File: config.mk
export PLATFORM = sky130hd
export DESIGN_NAME = wb_dma_reader
export DESIGN_NICKNAME = d
export VERILOG_FILES = /design/src/rtl/wb_dma_reader_pkg.sv /design/src/rtl/wb_dma_reader_fifo.sv /design/src/rtl/wb_dma_reader.sv
export SDC_FILE = /design/constraint.sdc
export NUM_CORES = 1
export LEC_CHECK = 0
export BUFFER_PORTS_ARGS = -buffer_cell sky130_fd_sc_hd__buf_4
export CORE_UTILIZATION = 53
export CTS_CLUSTER_SIZE = 25
export DETAILED_ROUTE_END_ITERATION = 10
export MAX_ROUTING_LAYER = met4
export PLACE_DENSITY = 0.86
export REMOVE_ABC_BUFFERS = 1
export SYNTH_ARGS = -nofsm -noshare
export SYNTH_HDL_FRONTEND = slang
export SYNTH_HIERARCHICAL = 1
export SYNTH_SLANG_ARGS = --single-unit
export TNS_END_PERCENT = 50
File: constraint.sdc
create_clock -name sys_clk -period 3 [get_ports sys_clk]
set_clock_uncertainty 0.1 [all_clocks]
set_input_delay 0.6 -clock sys_clk [delete_from_list [all_inputs] [get_ports sys_clk]]
set_output_delay 0.6 -clock sys_clk [all_outputs]
set_load 0.005 [all_outputs]
File: src/rtl/wb_dma_reader_pkg.sv
// wb_dma_reader_pkg: Wishbone widths and constants shared by the DMA reader files.
package wb_dma_reader_pkg;
  localparam int ADR_W = 30;
  localparam int DAT_W = 32;
  localparam logic [3:0] SEL_ALL = 4'hF;
  typedef logic [ADR_W-1:0] wb_adr_t;
  typedef logic [DAT_W-1:0] wb_dat_t;
endpackage

File: src/rtl/wb_dma_reader_fifo.sv
// wb_dma_fifo: synchronous first-word-fall-through FIFO, DEPTH a power of two.
module wb_dma_fifo
  import wb_dma_reader_pkg::*;
#(
  parameter int DEPTH = 4
) (
  input  logic                     clk,
  input  logic                     rst_n,
  input  logic                     push,
  input  logic                     pop,
  input  logic [DAT_W-1:0]         din,
  output logic [DAT_W-1:0]         dout,
  output logic                     empty,
  output logic                     full,
  output logic [$clog2(DEPTH):0]   level
);
  localparam int AW = $clog2(DEPTH);
  logic [DAT_W-1:0] r_mem [DEPTH];
  logic [AW-1:0]    r_rd;
  logic [AW-1:0]    r_wr;
  logic [AW:0]      r_level;
  logic             w_pop;
  logic             w_push;
  assign w_pop  = pop & ~empty;
  assign w_push = push & (~full | w_pop);
  always_ff @(posedge clk) begin
    if (!rst_n) begin
      r_rd    <= '0;
      r_wr    <= '0;
      r_level <= '0;
    end else begin
      if (w_push) r_wr <= r_wr + 1'b1;
      if (w_pop) r_rd <= r_rd + 1'b1;
      r_level <= r_level + (AW+1)'(w_push) - (AW+1)'(w_pop);
    end
  end
  always_ff @(posedge clk) if (w_push) r_mem[r_wr] <= din;
  assign dout  = r_mem[r_rd];
  assign empty = (r_level == '0);
  assign full  = (r_level == (AW+1)'(DEPTH));
  assign level = r_level;
endmodule

File: src/rtl/wb_dma_reader.sv
// wb_dma_reader: Wishbone master reading a block of words, one classic read per cyc,
// into a FWFT FIFO exposed as a valid/ready stream.
module wb_dma_reader
  import wb_dma_reader_pkg::*;
#(
  parameter int FIFO_DEPTH = 4
) (
  input  logic             sys_clk,
  input  logic             sys_rst,
  input  logic             start,
  input  logic [ADR_W-1:0] base_adr,
  input  logic [15:0]      count,
  output logic             busy,
  output logic             done,
  output logic [ADR_W-1:0] adr,
  output logic [DAT_W-1:0] dat_w,
  input  logic [DAT_W-1:0] dat_r,
  output logic [3:0]       sel,
  output logic             we,
  output logic             cyc,
  output logic             stb,
  input  logic             ack,
  output logic [DAT_W-1:0] src_data,
  output logic             src_valid,
  input  logic             src_ready
);
  localparam int LW = $clog2(FIFO_DEPTH) + 1;
  localparam logic [2:0] S_IDLE  = 3'd0;
  localparam logic [2:0] S_REQ   = 3'd1;
  localparam logic [2:0] S_WAIT  = 3'd2;
  localparam logic [2:0] S_GAP   = 3'd3;
  localparam logic [2:0] S_DRAIN = 3'd4;
  logic [2:0]       r_state;
  logic [ADR_W-1:0] r_adr;
  logic [15:0]      r_rem;
  logic             r_cyc;
  logic             r_busy;
  logic             r_done;
  logic             w_take;
  logic             w_room;
  logic             w_empty;
  logic             w_full;
  logic [LW-1:0]    w_level;
  assign w_take = (r_state == S_WAIT) & r_cyc & ack;
  assign w_room = w_level < LW'(FIFO_DEPTH);
  wb_dma_fifo #(.DEPTH(FIFO_DEPTH)) u_fifo (
    .clk   (sys_clk),
    .rst_n (sys_rst),
    .push  (w_take & ~w_full),
    .pop   (src_ready),
    .din   (dat_r),
    .dout  (src_data),
    .empty (w_empty),
    .full  (w_full),
    .level (w_level)
  );
  // GAP performs the room check itself so cyc is low for exactly one cycle between reads
  always_ff @(posedge sys_clk) begin
    if (!sys_rst) begin
      r_state <= S_IDLE;
      r_adr   <= '0;
      r_rem   <= '0;
      r_cyc   <= 1'b0;
      r_busy  <= 1'b0;
      r_done  <= 1'b0;
    end else begin
      r_done <= 1'b0;
      case (r_state)
        S_IDLE: if (start) begin
          if (count != '0) begin
            r_adr   <= base_adr;
            r_rem   <= count;
            r_busy  <= 1'b1;
            r_state <= S_REQ;
          end else r_done <= 1'b1;
        end
        S_REQ: if (w_room) begin
          r_cyc   <= 1'b1;
          r_state <= S_WAIT;
        end
        S_WAIT: if (w_take) begin
          r_cyc   <= 1'b0;
          r_adr   <= r_adr + 1'b1;
          r_rem   <= r_rem - 1'b1;
          r_state <= S_GAP;
        end
        S_GAP: if (r_rem == '0) r_state <= S_DRAIN;
          else if (w_room) begin
            r_cyc   <= 1'b1;
            r_state <= S_WAIT;
          end else r_state <= S_REQ;
        S_DRAIN: if (w_empty) begin
          r_done  <= 1'b1;
          r_busy  <= 1'b0;
          r_state <= S_IDLE;
        end
        default: r_state <= S_IDLE;
      endcase
    end
  end
  assign busy      = r_busy;
  assign done      = r_done;
  assign adr       = r_adr;
  assign cyc       = r_cyc;
  assign stb       = r_cyc;
  assign dat_w     = '0;
  assign sel       = SEL_ALL;
  assign we        = 1'b0;
  assign src_valid = ~w_empty;
endmodule
======== Word level (Yosys, flattened, before mapping) ========
Memory sizes are Yosys's and may differ from the RTL's. A register that Yosys moved wholly into a read port is not among the register bits.
Cells that the tools add are included.
storage, ports and cells
  bits in registers ....................... 59
  bits in writable memories ............... 128
  output and inout port bits .............. 104
  word-level logic and storage cells ...... 79
  memories kept ........................... 1
memories
  name          words  width  read ports  clocked after Yosys merged registers in  write ports  line                      source
  u_fifo.r_mem  4      32     1           1                                        1            wb_dma_reader_fifo.sv:18  logic [DAT_W-1:0] r_mem [DEPTH];
operators by class
  add/subtract/negate cells ............... 6
  magnitude comparators ................... 1
  equality and inequality tests ........... 11
  mux-type cells .......................... 32
  bitwise logic cells ..................... 8
  reductions and logical operators ........ 11
operator list
  cell                     number
  $mux W30                 3
  $pmux W30 S2             1
  $mux W16                 3
  $pmux W16 S2             1
  $add A30 B1 Y30 const B  1
  $mux W3                  6
  $logic_not A16 Y1        1
  $reduce_bool A16 Y1      1
  $sub A16 B1 Y16 const B  1
  $pmux W3 S5              1
  $ne A2 B2 Y1 const B     6
  $mux W1                  11
  $reduce_and A4 Y1        2
  $eq A3 B2 Y1 const B     2
  $eq A3 B3 Y1 const B     2
  $logic_not A3 Y1         2
  $mux W2                  3
  $and A1 B1 Y1            5
  $reduce_and A5 Y1        1
  $add A2 B1 Y2 const B    2
  $pmux W1 S2              2
  $reduce_bool A2 Y1       2
  $add A3 B1 Y3            1
  $eq A3 B1 Y1 const B     1
  7 further kinds          8

======== Logic depth before layout (Yosys ltp) ========
  depth after elaboration ................. 7
  gate-level depth with buffers ........... 12
  depth with buffers taken out ............ 10

======== Cells and area by module ========
Netlist, hierarchy kept.
modules (own cells, without submodules)
  module         times used  cells each  area an instance (sq um)  sequential area each (sq um)
  wb_dma_fifo    1           214         5131.2                    4023.9
  wb_dma_reader  1           498         3579.7                    1041.0

======== Least setup slack after synthesis ========
OpenSTA, ideal clock, no wires.
  path kind ............................... input to register
  start point ............................. input port ack
  end point ............................... memory u_fifo.r_mem[0][0], enable pin
  setup time .............................. 392 ps
  arrival time ............................ 2234 ps
  data required time ...................... 2508 ps
  slack ................................... 274 ps
  stages on the path ...................... 6
  path buffers ............................ 1
  cells stage by stage .................... and3_1 > clkbuf_1 > nand2_1 > nor2_1 > a21boi_2 > and2_1
between the ends
  cells in the longest elaborated chain, start to end .. 5
ends and longest elaborated chain
  what                           line                      source
  start, declared                wb_dma_reader.sv:22       input logic ack,
  $and A1 B1 Y1                  wb_dma_reader.sv:44       assign w_take = (r_state == S_WAIT) & r_cyc & ack;
  $and A1 B1 Y1                  wb_dma_reader.sv:49       .push (w_take & ~w_full),
  $and A1 B1 Y1                  wb_dma_reader_fifo.sv:25  assign w_push = push & (~full | w_pop);
  $mux W1                        wb_dma_reader_fifo.sv:37  always_ff @(posedge clk) if (w_push) r_mem[r_wr] <= din;
  $mux W1 (not written as such)  wb_dma_reader_fifo.sv:37
  end, declared                  wb_dma_reader_fifo.sv:18
Every way passes these cells.

======== Worst setup path after layout ========
  start point ............................. register r_state[0]
  end point ............................... register u_fifo.r_level[2], in the netlist u_fifo/level[2]
between the ends
  cells in the longest elaborated chain, start to end .. 7
ends and longest elaborated chain
  what                        line                      source
  start, declared             wb_dma_reader.sv:33       logic [2:0] r_state;
  start signal, assigned      wb_dma_reader.sv:60       r_state <= S_IDLE;
  start signal, assigned      wb_dma_reader.sv:74       r_state <= S_REQ;
  start signal, assigned      wb_dma_reader.sv:79       r_state <= S_WAIT;
  $eq A3 B2 Y1                wb_dma_reader.sv:44
  $and A1 B1 Y1 (2 in a row)  wb_dma_reader.sv:44
  $and A1 B1 Y1               wb_dma_reader.sv:49
  $and A1 B1 Y1               wb_dma_reader_fifo.sv:25
  $add A3 B1 Y3               wb_dma_reader_fifo.sv:34  r_level <= r_level + (AW+1)'(w_push) - (AW+1)'(w_pop);
  $sub A3 B1 Y3               wb_dma_reader_fifo.sv:34
  end signal, assigned        wb_dma_reader_fifo.sv:34
  end, declared               wb_dma_reader_fifo.sv:21  logic [AW:0] r_level;
Every way passes these cells.
A chain may end at the register's enable or synchronous reset.

==> results.py <==
metrics = {
    "power": {
        "p_seq_share_pct": 39.4,
        "p_comb_share_pct": 35.2,
        "power.total_w": 0.00855,
        "power_frac_clock_pct": 25.5,
        "power_leakage_nw": 3.88,
        "peakVddDrop_v": 0.000431,
        "cellInternalPower_w": 0.00566,
        "switching_share_pct": 33.9,
        "p_switching_w": 0.00290,
        "power.density_cell_area_nw_per_um2": 813,
    },
    "routing": {
        "drt_pass1_iterations": 5,
        "final_antenna_net_count": 0,
        "drt_wl_total_um": 19400,
        "remaining_drc_errors": 0,
        "wl_per_cell_um": 18.0,
        "detail_route.iter0.violations": 445,
        "vias_per_cell": 5.83,
        "dr_total_vias": 6293,
    },
    "yosys": {
        "ys.warnings.count": 6,
        "edff_count_synth": 128,
        "synthFlopType": "edfxtp_1",
        "synth_seq_cells": 189,
        "synth_area_leaders": "edfxtp_1, dfxtp_1, mux4_2",
        "postSynthCellCount": 712,
        "synth_top_area_share_pct": 44.1,
        "unique_cell_type_count_in_the_yosys_netlist": 73,
        "avgSynthCellArea_um2": 12.2,
        "netlist_area_um2": 8710,
        "synthArstFlopShare_pct": 0,
        "part_of_the_yosys_area_used_for_sequential_elements_pct": 58.1,
        "synth_area_leader_cell": "edfxtp_1",
    },
    "finish": {
        "antenna_cells_inserted": 0,
        "nNetsFinal": 941,
        "final_util_pct": 66.0,
        "n_fill_cell": 1181,
        "area.growth.synth_to_final_pct": 20.8,
        "finish.cell_count_without_fillers": 1079,
        "proportion_of_layout_cells_with_a_drive_suffix_above_1_pct": 29.7,
    },
    "worst_setup_path": {
        "worst_path_required_time_ns": 3.22,
        "critPathCaptureType": "register",
        "critical_path.slowest_cell": "dfxtp_1",
        "worst-path-max-fanout": 10,
        "critPathBufInv": 0,
        "worst_ep_arrival_time_ns": 2.82,
        "critical_path_class": "register to register",
        "crit_chain": "nor2_2, nand2_1, nor2_1, or2_1, a21bo_1, ha_1, fa_1, xnor2_1, xnor2_1, and2_1",
        "critical-path-max-stage-delay_ns": 0.40,
        "path_delay_family": "simple AND/OR/NAND/NOR gates",
        "cp_dominant_cell_by_count": "xnor2_1",
        "cp-start-kind": "register",
    },
    "floorplanning": {
        "fp-row-count": 46,
        "floorplan.die.width_um": 130,
        "coreArea_um2": 15900,
        "floorplan.die_area_um2": 17000,
        "initial_core_util_pct": 54.6,
        "die-height_um": 130,
        "io-pin-count": 187,
    },
    "cts": {
        "cts_buffer_depth": 2,
        "tritoncts": "yes",
        "clock-root-buffer": "clkbuf_16",
        "htree_levels": 4,
        "tritoncts.num_buffers": 17,
        "cts_setup_buffers": 0,
        "cts-hold-fix-buffers": 0,
        "clk_pin_slew_ns": 0.07,
        "tritoncts_num_sinks": 189,
        "resized_after_cts": 0,
        "clk_latency_ns": 0.43,
    },
    "global_routing": {
        "globalRoute.totalOverflow": 0,
        "grt_max_degree": 62,
        "grt.total_usage_pct": 25.1,
        "antenna_found_initial": 0,
        "first_global_vias": 5979,
        "grt_first_pass_wirelength_um": 31100,
    },
    "place": {
        "rd_place_congestion": 0.903,
        "hpwl_dp_um": 12700,
        "portBuffers": 149,
        "placed_cells": 1047,
    },
    "timing": {
        "fin_worst_hold_slack_ns": 0.265,
        "final-hold-violation-count": 0,
        "max_slew_headroom_pct": 35.9,
        "post-route-period-util_pct": 86.7,
        "fin_tns_setup_ns": 0,
        "setup_repair_after_global_routing_missed_its_margin": "no",
        "worst-slew-pin-transition_ns": 0.962,
        "shortest_period_the_worst_path_allows_ns": 2.60,
        "timing.fmax_ghz": 0.385,
        "report.final.setup_viol": 0,
        "final_slew_violations": 0,
    },
    "worst_hold_path": {
        "hold_class": "input port to register",
    },
    "flow_run": {
        "drv_cap": 0,
    },
    "status": {
        "outcome": "finished, final reports clean",
    },
}
path summary, 6_finish.rpt:
kind | depth (start not counted) | start | slack, ns | to
max | 10 | r_state[0] | 0.40 | u_fifo/level[2]
min | 1 | dat_r[3] | 0.26 | u_fifo/r_mem[1][3]
max reg2reg | 10 | r_state[0] | 0.40 | u_fifo/level[2]
min reg2reg | 2 | r_rem[12] | 0.38 | r_rem[12]
registers in the layout, summed over array words and instances (netlist names), named ones only:
name / count
adr: 30
busy: 1
cyc: 1
done: 1
r_rem: 16
r_state: 3
u_fifo/level: 3
u_fifo/r_mem: 128
u_fifo/r_rd: 2
u_fifo/r_wr: 2
power groups by stage:
stage / Sequential, W / Clock (W) / Combinational (W)
4_1_cts: 0.00336 / 0.00221 / 0.00301
3_5_place_dp: 0.00341 / 0 / 0.00299
3_3_place_gp: 0.00340 / 0 / 0.00294
5_1_grt: 0.00341 / 0.00232 / 0.00333
2_1_floorplan: 0.00344 / 0 / 0.00175
6_report: 0.00337 / 0.00218 / 0.00301
through the flow:
step,setup slack (ns),instance area [um2]
2_1_floorplan,-0.779,8310
3_3_place_gp,0.355,9940
3_5_place_dp,0.223,9940
4_1_cts,0.212,10500
5_1_grt,0.207,10500
6_report,0.400,10500
cell usage after synthesis (all sizes together), types with 4 or more instances:
| cell | instances |
|---|---|
| mux4 | 32 |
| and2 | 13 |
| nor4 | 7 |
| a21o | 5 |
| xnor2 | 4 |
| o32ai | 7 |
| nor3 | 18 |
| dfxtp | 61 |
| o31ai | 9 |
| inv | 9 |
| or4 | 5 |
| buf | 52 |
| o31a | 7 |
| o22ai | 4 |
| edfxtp | 128 |
| o221a | 4 |
| nand3 | 18 |
| a31oi | 4 |
| nor2 | 33 |
| a21oi | 56 |
| nand2 | 80 |
| nand4 | 16 |
| clkbuf | 33 |
| o211ai | 4 |
| o21ai | 28 |
| or3 | 8 |
| ha | 7 |
| and3 | 6 |
per-layer routing:
layer | wire [um] | share of wire (%) | global-route usage [%] | up-vias
met5 | 0 | 0 | - | -
li1 | - | - | - | 2937
met4 | 304 | 1.6 | 8.00 | 0
met1 | 7950 | 41 | 31.5 | 3054
met3 | 1580 | 8.1 | 6.07 | 23
met2 | 9610 | 49 | 40.0 | 279
kinds of logic (layout without fill, tap and decap cells):
family                     count (synthesis)  count (layout)  synth area share (%)
DFF                                      189             189                  58.1
AOI/OAI and AO/OA                        162             162                  12.5
other                                      2              37                0.0862
xor gates and xnor gates                   4               4                 0.402
and+or+nand+nor                          219             219                  12.6
adders and majority gates                  8               8                  1.24
buffers and inverters                     94             210                  6.51
muxes                                     34              34                  8.50
worst reg2reg max path, cell delays in order, from the launching register on:
cell     delay [ns]
dfxtp_1        0.40
nor2_2         0.36
nand2_1        0.16
nor2_1         0.12
or2_1          0.15
a21bo_1        0.21
ha_1           0.19
fa_1           0.37
xnor2_1        0.15
xnor2_1        0.13
and2_1         0.15
layout by cell type (no fill, tap or decap), drive strengths merged, types with 4 or more instances in the layout:
cell type,instances
nand2,80
o32ai,7
clkinv,6
o31ai,9
clkbuf,17
o22ai,4
and2,13
edfxtp,128
nor4,7
o211ai,4
xnor2,4
mux4,32
a21oi,56
nor3,18
nor2,33
nand4,16
a21o,5
ha,7
o21ai,28
o31a,7
o221a,4
and3,6
nand3,18
a31oi,4
dfxtp,61
buf,169
conb,37
or4,5
inv,15
or3,8
cell type report:
type	count	area, um2	share of cell area (%)
multi-input combinational	464	3220	30.7
clock buffer	17	425	4.04
clock inverter	15	155	1.47
tap	216	270	2.57
sequential	189	5070	48.2
timing repair buffer	169	1340	12.8
inverter	9	33.8	0.321
No activity file was read; power rests on OpenSTA's default activity.
